[src/rtl/mem_byte_sequencer.sv]
`default_nettype none
// ============================================================================
// Module      : mem_byte_sequencer
// Description : Arbitrates a single-ported, byte-wide data RAM between an
//               instruction-fetch requester (word reads) and a load/store
//               requester (byte/half/word, read or write). Transfers one byte
//               per cycle, big-endian, and assembles reads into 32 bits with
//               zero- or sign-extension.
// Revision    : 1.0 - initial release
// ============================================================================
module mem_byte_sequencer #(
    parameter int AW      = 9,
    parameter int D_FIRST = 1
) (
    input  logic          clk,
    input  logic          reset,
    // fetch requester
    input  logic          f_req,
    input  logic [AW-1:0] f_addr,
    output logic [31:0]   f_rdata,
    output logic          f_ack,
    // load/store requester
    input  logic          d_req,
    input  logic          d_rw,
    input  logic [1:0]    d_size,
    input  logic          d_sext,
    input  logic [AW-1:0] d_addr,
    input  logic [31:0]   d_wdata,
    output logic [31:0]   d_rdata,
    output logic          d_ack,
    // RAM side
    output logic          mem_en,
    output logic          mem_we,
    output logic [AW-1:0] mem_addr,
    output logic [7:0]    mem_wdata,
    input  logic [7:0]    mem_rdata
);

    typedef enum logic [1:0] {
        S_IDLE = 2'd0,
        S_XFER = 2'd1,
        S_DONE = 2'd2
    } state_t;

    state_t        state_q, state_d;
    logic          owner_d_q, owner_d_d;     // 1: load/store owns the access
    logic          rw_q, rw_d;
    logic [1:0]    size_q, size_d;
    logic          sext_q, sext_d;
    logic [AW-1:0] base_q, base_d;
    logic [31:0]   wdata_q, wdata_d;
    logic [1:0]    idx_q, idx_d;
    logic [1:0]    last_q, last_d;           // index of final byte (k-1)
    logic [23:0]   asm_q, asm_d;             // bytes collected so far
    logic          fair_q, fair_d;
    logic          lastwin_d_q, lastwin_d_d; // winner of last contested grant
    logic          f_ack_q, f_ack_d;
    logic          d_ack_q, d_ack_d;
    logic [31:0]   f_rdata_q, f_rdata_d;
    logic [31:0]   d_rdata_q, d_rdata_d;

    logic          w_contested;
    logic          w_pick_d;
    logic          w_grant_d;
    logic [31:0]   w_asm_shift;
    logic [31:0]   w_ext;
    logic [1:0]    w_sel;

    // Arbitration: fairness flips the static priority after a contested grant
    assign w_contested = f_req & d_req;
    assign w_pick_d    = fair_q ? ~lastwin_d_q : (D_FIRST != 0);
    assign w_grant_d   = d_req & (~f_req | w_pick_d);

    // Read assembly and extension of the completed value
    assign w_asm_shift = {asm_q, mem_rdata};
    always_comb begin
        w_ext = w_asm_shift;
        if (rw_q) begin
            w_ext = 32'h0;
        end else begin
            case (size_q)
                2'b00:   w_ext = {{24{sext_q & w_asm_shift[7]}},  w_asm_shift[7:0]};
                2'b01:   w_ext = {{16{sext_q & w_asm_shift[15]}}, w_asm_shift[15:0]};
                default: w_ext = w_asm_shift;
            endcase
        end
    end

    // RAM interface driven purely from registered state
    assign w_sel     = last_q - idx_q;
    assign mem_en    = (state_q == S_XFER);
    assign mem_we    = (state_q == S_XFER) & rw_q;
    assign mem_addr  = base_q + {{(AW-2){1'b0}}, idx_q};
    assign mem_wdata = mem_we ? wdata_q[{w_sel, 3'b000} +: 8] : 8'h00;

    assign f_ack   = f_ack_q;
    assign d_ack   = d_ack_q;
    assign f_rdata = f_rdata_q;
    assign d_rdata = d_rdata_q;

    // State register with synchronous reset
    always_ff @(posedge clk) begin
        if (reset) begin
            state_q     <= S_IDLE;
            owner_d_q   <= 1'b0;
            rw_q        <= 1'b0;
            size_q      <= 2'b00;
            sext_q      <= 1'b0;
            base_q      <= '0;
            wdata_q     <= 32'h0;
            idx_q       <= 2'd0;
            last_q      <= 2'd0;
            asm_q       <= 24'h0;
            fair_q      <= 1'b0;
            lastwin_d_q <= 1'b0;
            f_ack_q     <= 1'b0;
            d_ack_q     <= 1'b0;
            f_rdata_q   <= 32'h0;
            d_rdata_q   <= 32'h0;
        end else begin
            state_q     <= state_d;
            owner_d_q   <= owner_d_d;
            rw_q        <= rw_d;
            size_q      <= size_d;
            sext_q      <= sext_d;
            base_q      <= base_d;
            wdata_q     <= wdata_d;
            idx_q       <= idx_d;
            last_q      <= last_d;
            asm_q       <= asm_d;
            fair_q      <= fair_d;
            lastwin_d_q <= lastwin_d_d;
            f_ack_q     <= f_ack_d;
            d_ack_q     <= d_ack_d;
            f_rdata_q   <= f_rdata_d;
            d_rdata_q   <= d_rdata_d;
        end
    end

    // Next-state logic: grant in IDLE, stream bytes in XFER, ack in DONE
    always_comb begin
        state_d     = state_q;
        owner_d_d   = owner_d_q;
        rw_d        = rw_q;
        size_d      = size_q;
        sext_d      = sext_q;
        base_d      = base_q;
        wdata_d     = wdata_q;
        idx_d       = idx_q;
        last_d      = last_q;
        asm_d       = asm_q;
        fair_d      = fair_q;
        lastwin_d_d = lastwin_d_q;
        f_ack_d     = 1'b0;
        d_ack_d     = 1'b0;
        f_rdata_d   = f_rdata_q;
        d_rdata_d   = d_rdata_q;

        case (state_q)
            S_IDLE: begin
                if (f_req | d_req) begin
                    owner_d_d = w_grant_d;
                    if (w_grant_d) begin
                        rw_d    = d_rw;
                        size_d  = d_size;
                        sext_d  = d_sext;
                        base_d  = d_addr;
                        wdata_d = d_wdata;
                        last_d  = d_size[1] ? 2'd3 : (d_size[0] ? 2'd1 : 2'd0);
                    end else begin
                        rw_d    = 1'b0;
                        size_d  = 2'b10;
                        sext_d  = 1'b0;
                        base_d  = f_addr;
                        wdata_d = 32'h0;
                        last_d  = 2'd3;
                    end
                    idx_d  = 2'd0;
                    asm_d  = 24'h0;
                    fair_d = w_contested;
                    if (w_contested) begin
                        lastwin_d_d = w_grant_d;
                    end
                    state_d = S_XFER;
                end
            end
            S_XFER: begin
                if (!rw_q) begin
                    asm_d = w_asm_shift[23:0];
                end
                idx_d = idx_q + 2'd1;
                if (idx_q == last_q) begin
                    state_d = S_DONE;
                    if (owner_d_q) begin
                        d_ack_d   = 1'b1;
                        d_rdata_d = w_ext;
                    end else begin
                        f_ack_d   = 1'b1;
                        f_rdata_d = w_asm_shift;
                    end
                end
            end
            S_DONE: begin
                state_d = S_IDLE;
            end
            default: begin
                state_d = S_IDLE;
            end
        endcase
    end

endmodule
`default_nettype wire
[config.mk]
export PLATFORM = sky130hd
export DESIGN_NAME = mem_byte_sequencer
export DESIGN_NICKNAME = d
export VERILOG_FILES = /design/src/rtl/mem_byte_sequencer.sv
export SDC_FILE = /design/constraint.sdc
export NUM_CORES = 1
export LEC_CHECK = 0
export CELL_PAD_IN_SITES_DETAIL_PLACEMENT = 0
export CELL_PAD_IN_SITES_GLOBAL_PLACEMENT = 1
export CORE_AREA = 2 2 134 136
export CTS_CLUSTER_DIAMETER = 200
export DETAILED_ROUTE_END_ITERATION = 10
export DIE_AREA = 0 0 136 138
export PLACE_DENSITY = 0.83
export SYNTH_ARGS = -nofsm -noshare
export SYNTH_HDL_FRONTEND = slang
export SYNTH_SLANG_ARGS = --single-unit
[constraint.sdc]
create_clock -name clk -period 2.4 [get_ports clk]
set_input_delay 0.6 -clock clk [delete_from_list [all_inputs] [get_ports clk]]
set_output_delay 0.6 -clock clk [all_outputs]
set_load 0.01 [all_outputs]
# Word-level counts from Yosys, hierarchy flattened
# Cells that the tools add are included.
[word_totals]
reg_bits = 144
wordCells = 71
input_bits = 66
out_inout_bits = 85
[op_classes]
add_sub_neg = 3
eq_ne = 6
n_mux = 22
reduce_logical = 11
shift = 1
bitwise = 12
[ops]
columns = ["op", "count"]
rows = [
  ["$mux W32", 2],
  ["$pmux W32 S2", 1],
  ["$mux W24", 2],
  ["$pmux W24 S2", 1],
  ["$shiftx A32 B6 Y8", 1],
  ["$mux W2", 6],
  ["$reduce_and A3 Y1", 4],
  ["$add A9 B2 Y9", 1],
  ["$mux W9", 1],
  ["$mux W8", 1],
  ["$pmux W2 S2", 2],
  ["$mux W1", 6],
  ["$reduce_and A2 Y1", 3],
  ["$and A1 B1 Y1", 5],
  ["$not A1 Y1", 5],
  ["$eq A2 B1 Y1 const B", 2],
  ["$logic_not A2 Y1", 2],
  ["$ne A2 B2 Y1 const B", 2],
  ["$reduce_or A3 Y1", 1],
  ["$add A2 B1 Y2 const B", 1],
  ["$eq A2 B2 Y1", 1],
  ["$ne A2 B1 Y1 const B", 1],
  ["$or A1 B1 Y1", 2],
  ["$reduce_bool A2 Y1", 1],
  ["$sub A2 B2 Y2", 1],
]

# Depth between registers and ports, before layout
[logic_depth]
ltp_word = 5
mapped_depth = 8
ltp_nobuf = 6

# Worst setup path after synthesis
# OpenSTA, ideal clock, no wires.
[synth_timing]
kind = "register to output"
from = "register idx_q[0]"
to = "output mem_wdata[0]"
t_arrival_ps = 1664
setup_slack_ps = 136
t_required_ps = 1800
path_stages_with_launch = 6
path_buffers = 2
cell_sequence = "dfxtp_1 ha_1 buf_2 clkbuf_1 mux2i_1 a211oi_1"
[synth_between]
elab_chain_cells = 3
[synth_rtl]
columns = ["element", "line", "source"]
rows = [
  ["start: declaration", "52", "logic [1:0] idx_q, idx_d;"],
  ["start signal: assignment", "128", "idx_q <= idx_d;"],
  ["$sub A2 B2 Y2", "90", "assign w_sel = last_q - idx_q;"],
  ["$shiftx A32 B6 Y8", "94", "assign mem_wdata = mem_we ? wdata_q[{w_sel, 3'b000} +: 8] : 8'h00;"],
  ["$mux W8", "94", ""],
  ["end: declaration", "35", "output logic [7:0] mem_wdata,"],
]
# Every way passes these cells.

# Worst setup path after layout
[layout_timing]
from = "register idx_q[1]"
to = "output mem_wdata[3]"
# Same word-level chain as after synthesis.

==> implementation parameters <==
Parameter                              Value

Timing
  Max-slew violation total from the final report ... 0
  Crit path time final ... 2590 ps
  Number of hold violations in the final report ... 0
  Setup WS post-layout ... -195 ps
  Final worst-path cycle share ... 108%
  Setup Viol. Count Final ... 13
  Post-Route Skew ... 7.41 ps
  Relative slew slack ... 45.4%
  FMAX ... 0.385 GHz
  Unrepaired setup endpoints after global routing ... yes
  Worst slew pin tran ... 816 ps

Synth
  Area share of fa/ha/maj cells after synthesis ... 0.912%
  Largest family of logic cells by synthesized area ... compound AO/OA/AOI/OAI gates
  Share of synthesized cell area in and, or, nand and nor gates ... 13.7%
  Multiplexer fraction of the synthesized cell area ... 1.63%
  Post-synth EDFFs ... 0
  Post-synth design cell area ... 6310 sq um
  Proportion of synthesized chip area in sequential cells ... 45.4%
  Number of register bits inferred by synthesis ... 143
  Synthesized instance count ... 750
  Avg Inst Size Synth ... 8.41 sq um
  Area share of the largest cell type after synthesis ... 45.4%
  Synth Area in XOR/XNOR ... 1.63%
  Number of unique standard cell types used by synthesis ... 45
  Yosys warning total ... 0
  Post-synth net total ... 820
  Most common flop cell mapped by yosys ... sky130_fd_sc_hd__dfxtp_1
  Cell types with the largest area share after synthesis ... sky130_fd_sc_hd__dfxtp_1 45%, sky130_fd_sc_hd__a21oi_1 9.1%, sky130_fd_sc_hd__o21ai_0 7.5%, sky130_fd_sc_hd__nand3_1 6.2%, sky130_fd_sc_hd__clkbuf_1 3.7%
  Async set or reset register ratio after synthesis ... 0%
  Post-synthesis cell type with the largest combined area ... sky130_fd_sc_hd__dfxtp_1
  Synth Area in Compound Gates ... 29.8%

Cells and area
  Total area of multi-input combinational cells ... 3230 sq um
  Final standard cell utilization of the core ... 51.1%
  Final Instance Count excl. Fillers ... 1124
  Area added between synthesis and finish ... 42.0%
  Share of post-route cells with drive strength above 1 ... 15.5%
  Final non-filler cell area ... 8960 sq um
  Seq. cell area ... 2870 sq um
  # fillers ... 1699
  Number of nets in the layout ... 953
  Antenna diode count ... 0

Setup path
  Crit start category ... flop
  Arr. time, crit path ... 1990 ps
  Worst r2r src ... last_q[0]
  Required time of the critical path ... 1800 ps
  Reg-to-reg slack, setup ... 490 ps
  Maximum fanout along the worst path ... 4
  Worst path cell trace ... xnor3_2, buf_4, buf_4, a211oi_4, buf_2
  Longest individual stage delay on the worst path ... 480 ps
  Kind of end point of the critical path ... output port
  Most Frequent Cell on Critical Path ... sky130_fd_sc_hd__buf_4
  Standard cell with the maximum stage delay on the critical path ... sky130_fd_sc_hd__xnor3_2
  Worst-case reg-to-reg path depth ... 8
  Critical Path Source ... idx_q[1]
  Critical Setup Path Class ... reg -> out
  Reg-to-Reg End ... d_rdata[20]

Run status
  Run status ... finished with violations
  Violations in the final reports ... setup timing

Floorplanning
  I/O pin count ... 151
  Core Rows ... 49
  Total Die Area ... 18800 sq um
  Starting Density ... 36.0%
  Core region area ... 17500 sq um
  DIE WIDTH ... 136 um
  Die height ... 138 um

Placement
  Detailed placer's ending HPWL ... 12600 um
  Cell area after placement ... 8170 sq um
  Setup slack after placement ... -255 ps
  Placed cells ... 1085
  Count of buffers inserted at the top-level ports ... 150
  GPL Wtd Cong ... 0.855

Power
  Worst vdd rail ir drop ... 530 uV
  Total power of the final layout ... 6610 uW
  Total power per unit cell area ... 737 nW/um^2
  LEAKAGE ... 0.00303 uW

Drt
  Routed Antenna Nets ... 0
  Number of DRC violations after detailed routing ... 0
  Via count ... 6192
  Detailed-routing iteration count for the pre-antenna-repair pass ... 5
  Via/cell ratio ... 5.51
  Total wire length after detailed routing ... 19300 um
  WL/cell ... 17.1 um
  First-iteration detailed-routing DRC count ... 531

GRT
  Via count of the first global-routing pass ... 5904
  Met3 global-route usage ... 5.98%
  Met1 global-route usage ... 26.5%
  Final global-route overflow total ... 0
  Busiest layer in global routing ... met2
  Maximum number of pins on one net before global-route repair ... 64
  Overall global routing resource usage ... 20.7%
  Met2 usage in global routing ... 33.7%
  Initial antenna violation count ... 0
  Wire length of the first global-routing pass ... 31200 um

CTS
  Sinks on the clock net ... 143
  Count of hold buffers inserted by post-cts repair ... 0
  Total number of H-tree levels ... 4
  CTS buffer count ... 17
  Clock latency on the worst-skew pair ... 420 ps
  Maximum count of clock buffers along a single path ... 2
  Root buffer cell ... sky130_fd_sc_hd__clkbuf_16
  Clk pin slew, worst setup/hold paths ... 60 ps
  CTS tree ... done

Hold path
  Type of the tightest min-delay check ... reg -> reg
  Hold depth ... 2
  Hold Crit Endpoint ... d_rdata[13]
  Hold path start ... d_rdata[13]

Flow run
  Number of maximum-capacitance constraint violations ... 0
-- repair_timing --
action                     4_1_cts  5_1_grt
pin swaps                        8        6
gates resized for setup         88       25
setup buffers                    6        2
setup endpoints to repair       17       16
-- routing by layer --
layer	share of wire [%]	up-vias
met5	0	-
met4	1.7	0
met3	6.4	27
met2	50	171
met1	42	2960
li1	-	3034
-- where the power goes --
part           leakage (uW)  internal [uW]  total (uW)  switching (uW)
clock              0.000282           1650        2650            1000
combinational       0.00159            575        1360             780
sequential          0.00116           2500        2600             103
total               0.00303           4720        6610            1880
-- state kept, by name, summed over array words and instances (netlist names) --
signal,count
lastwin_d_q,1
state_q,2
idx_q,2
d_rdata,32
base_q,9
d_ack,1
f_ack,1
rw_q,1
f_rdata,32
size_q,2
asm_q,24
last_q,1
fair_q,1
sext_q,1
wdata_q,32
owner_d_q,1
-- placed cells by master, fill, tap and decap left out, types with 3 or more instances in the layout --
cell	n
sky130_fd_sc_hd__a21oi_1	114
sky130_fd_sc_hd__a311oi_1	9
sky130_fd_sc_hd__buf_6	6
sky130_fd_sc_hd__buf_4	40
sky130_fd_sc_hd__nand4b_1	10
sky130_fd_sc_hd__inv_2	3
sky130_fd_sc_hd__buf_12	5
sky130_fd_sc_hd__nor2b_1	7
sky130_fd_sc_hd__clkinvlp_4	3
sky130_fd_sc_hd__clkdlybuf4s50_1	131
sky130_fd_sc_hd__o2111ai_1	24
sky130_fd_sc_hd__o211ai_1	25
sky130_fd_sc_hd__dfxtp_2	3
sky130_fd_sc_hd__dfxtp_1	138
sky130_fd_sc_hd__a211oi_2	11
sky130_fd_sc_hd__o21ai_0	94
sky130_fd_sc_hd__bufinv_16	3
sky130_fd_sc_hd__o21a_1	9
sky130_fd_sc_hd__nor3_1	4
sky130_fd_sc_hd__ha_4	3
sky130_fd_sc_hd__inv_1	21
sky130_fd_sc_hd__buf_2	12
sky130_fd_sc_hd__clkbuf_16	17
sky130_fd_sc_hd__nand2b_1	4
sky130_fd_sc_hd__clkinv_2	4
sky130_fd_sc_hd__xnor2_2	3
sky130_fd_sc_hd__nand2_1	36
sky130_fd_sc_hd__nand3_1	78
sky130_fd_sc_hd__xnor2_1	4
sky130_fd_sc_hd__o32ai_1	16
sky130_fd_sc_hd__mux2i_1	8
sky130_fd_sc_hd__nor2_1	4
-- critical path: cells and delay by family, from the launching register on --
family          cells  cell delay (ps)
compound gates      1              250
buf+inv             3              490
xor+xnor            1              480
flops               1              370
-- final cells by class --
cell class | count | share of cell area (%)
multi-input combinational | 496 | 36.0
clock inverter | 11 | 1.58
tap | 229 | 3.20
timing repair buffer | 199 | 21.1
inverter | 26 | 1.09
clock buffer | 20 | 4.98
sequential | 143 | 32.1
-- per-stage QoR --
step / hold slack [ps] / TNS (ps)
2_1_floorplan: 445 / 0
3_3_place_gp: 453 / -1670
3_5_place_dp: 466 / -1680
4_1_cts: 474 / -2630
5_1_grt: 490 / -2220
6_report: 469 / -1260
-- worst max path at each step --
stage	endpoint	slack [ps]	cells past startpoint
floorplan	mem_wdata[0]	140	5
global placement	mem_addr[8]	-230	7
detailed placement	mem_addr[8]	-260	7
CTS	mem_wdata[7]	-350	6
global route	mem_wdata[7]	-240	4
finish	mem_wdata[3]	-190	5
-- cells in the mapped netlist (3+ instances only) --
cell,count
sky130_fd_sc_hd__nor3_1,4
sky130_fd_sc_hd__dfxtp_1,143
sky130_fd_sc_hd__buf_1,5
sky130_fd_sc_hd__a21oi_1,115
sky130_fd_sc_hd__ha_1,3
sky130_fd_sc_hd__mux2i_1,8
sky130_fd_sc_hd__clkbuf_1,62
sky130_fd_sc_hd__o211ai_1,25
sky130_fd_sc_hd__nand4b_1,10
sky130_fd_sc_hd__o2111ai_1,24
sky130_fd_sc_hd__xnor2_1,7
sky130_fd_sc_hd__inv_1,24
sky130_fd_sc_hd__o21ai_0,94
sky130_fd_sc_hd__nand3_1,78
sky130_fd_sc_hd__a211oi_1,14
sky130_fd_sc_hd__nand2_1,38
sky130_fd_sc_hd__nor2_1,5
sky130_fd_sc_hd__a311oi_1,9
sky130_fd_sc_hd__o32ai_1,16
sky130_fd_sc_hd__buf_2,17
sky130_fd_sc_hd__o21a_1,9
sky130_fd_sc_hd__nand2b_1,4
sky130_fd_sc_hd__nor2b_1,8
-- cell families (layout without fill, tap and decap cells) --
kind of cell               count (synthesis)  after routing
adders and majority gates                  4              4
xor gates and xnor gates                  10             10
muxes                                      9              9
DFF                                      143            143
AOI/OAI and AO/OA                        311            311
and+or+nand+nor                          162            162
buffers and inverters                    111            256
Note: power is estimated with default switching activity, not from simulation.
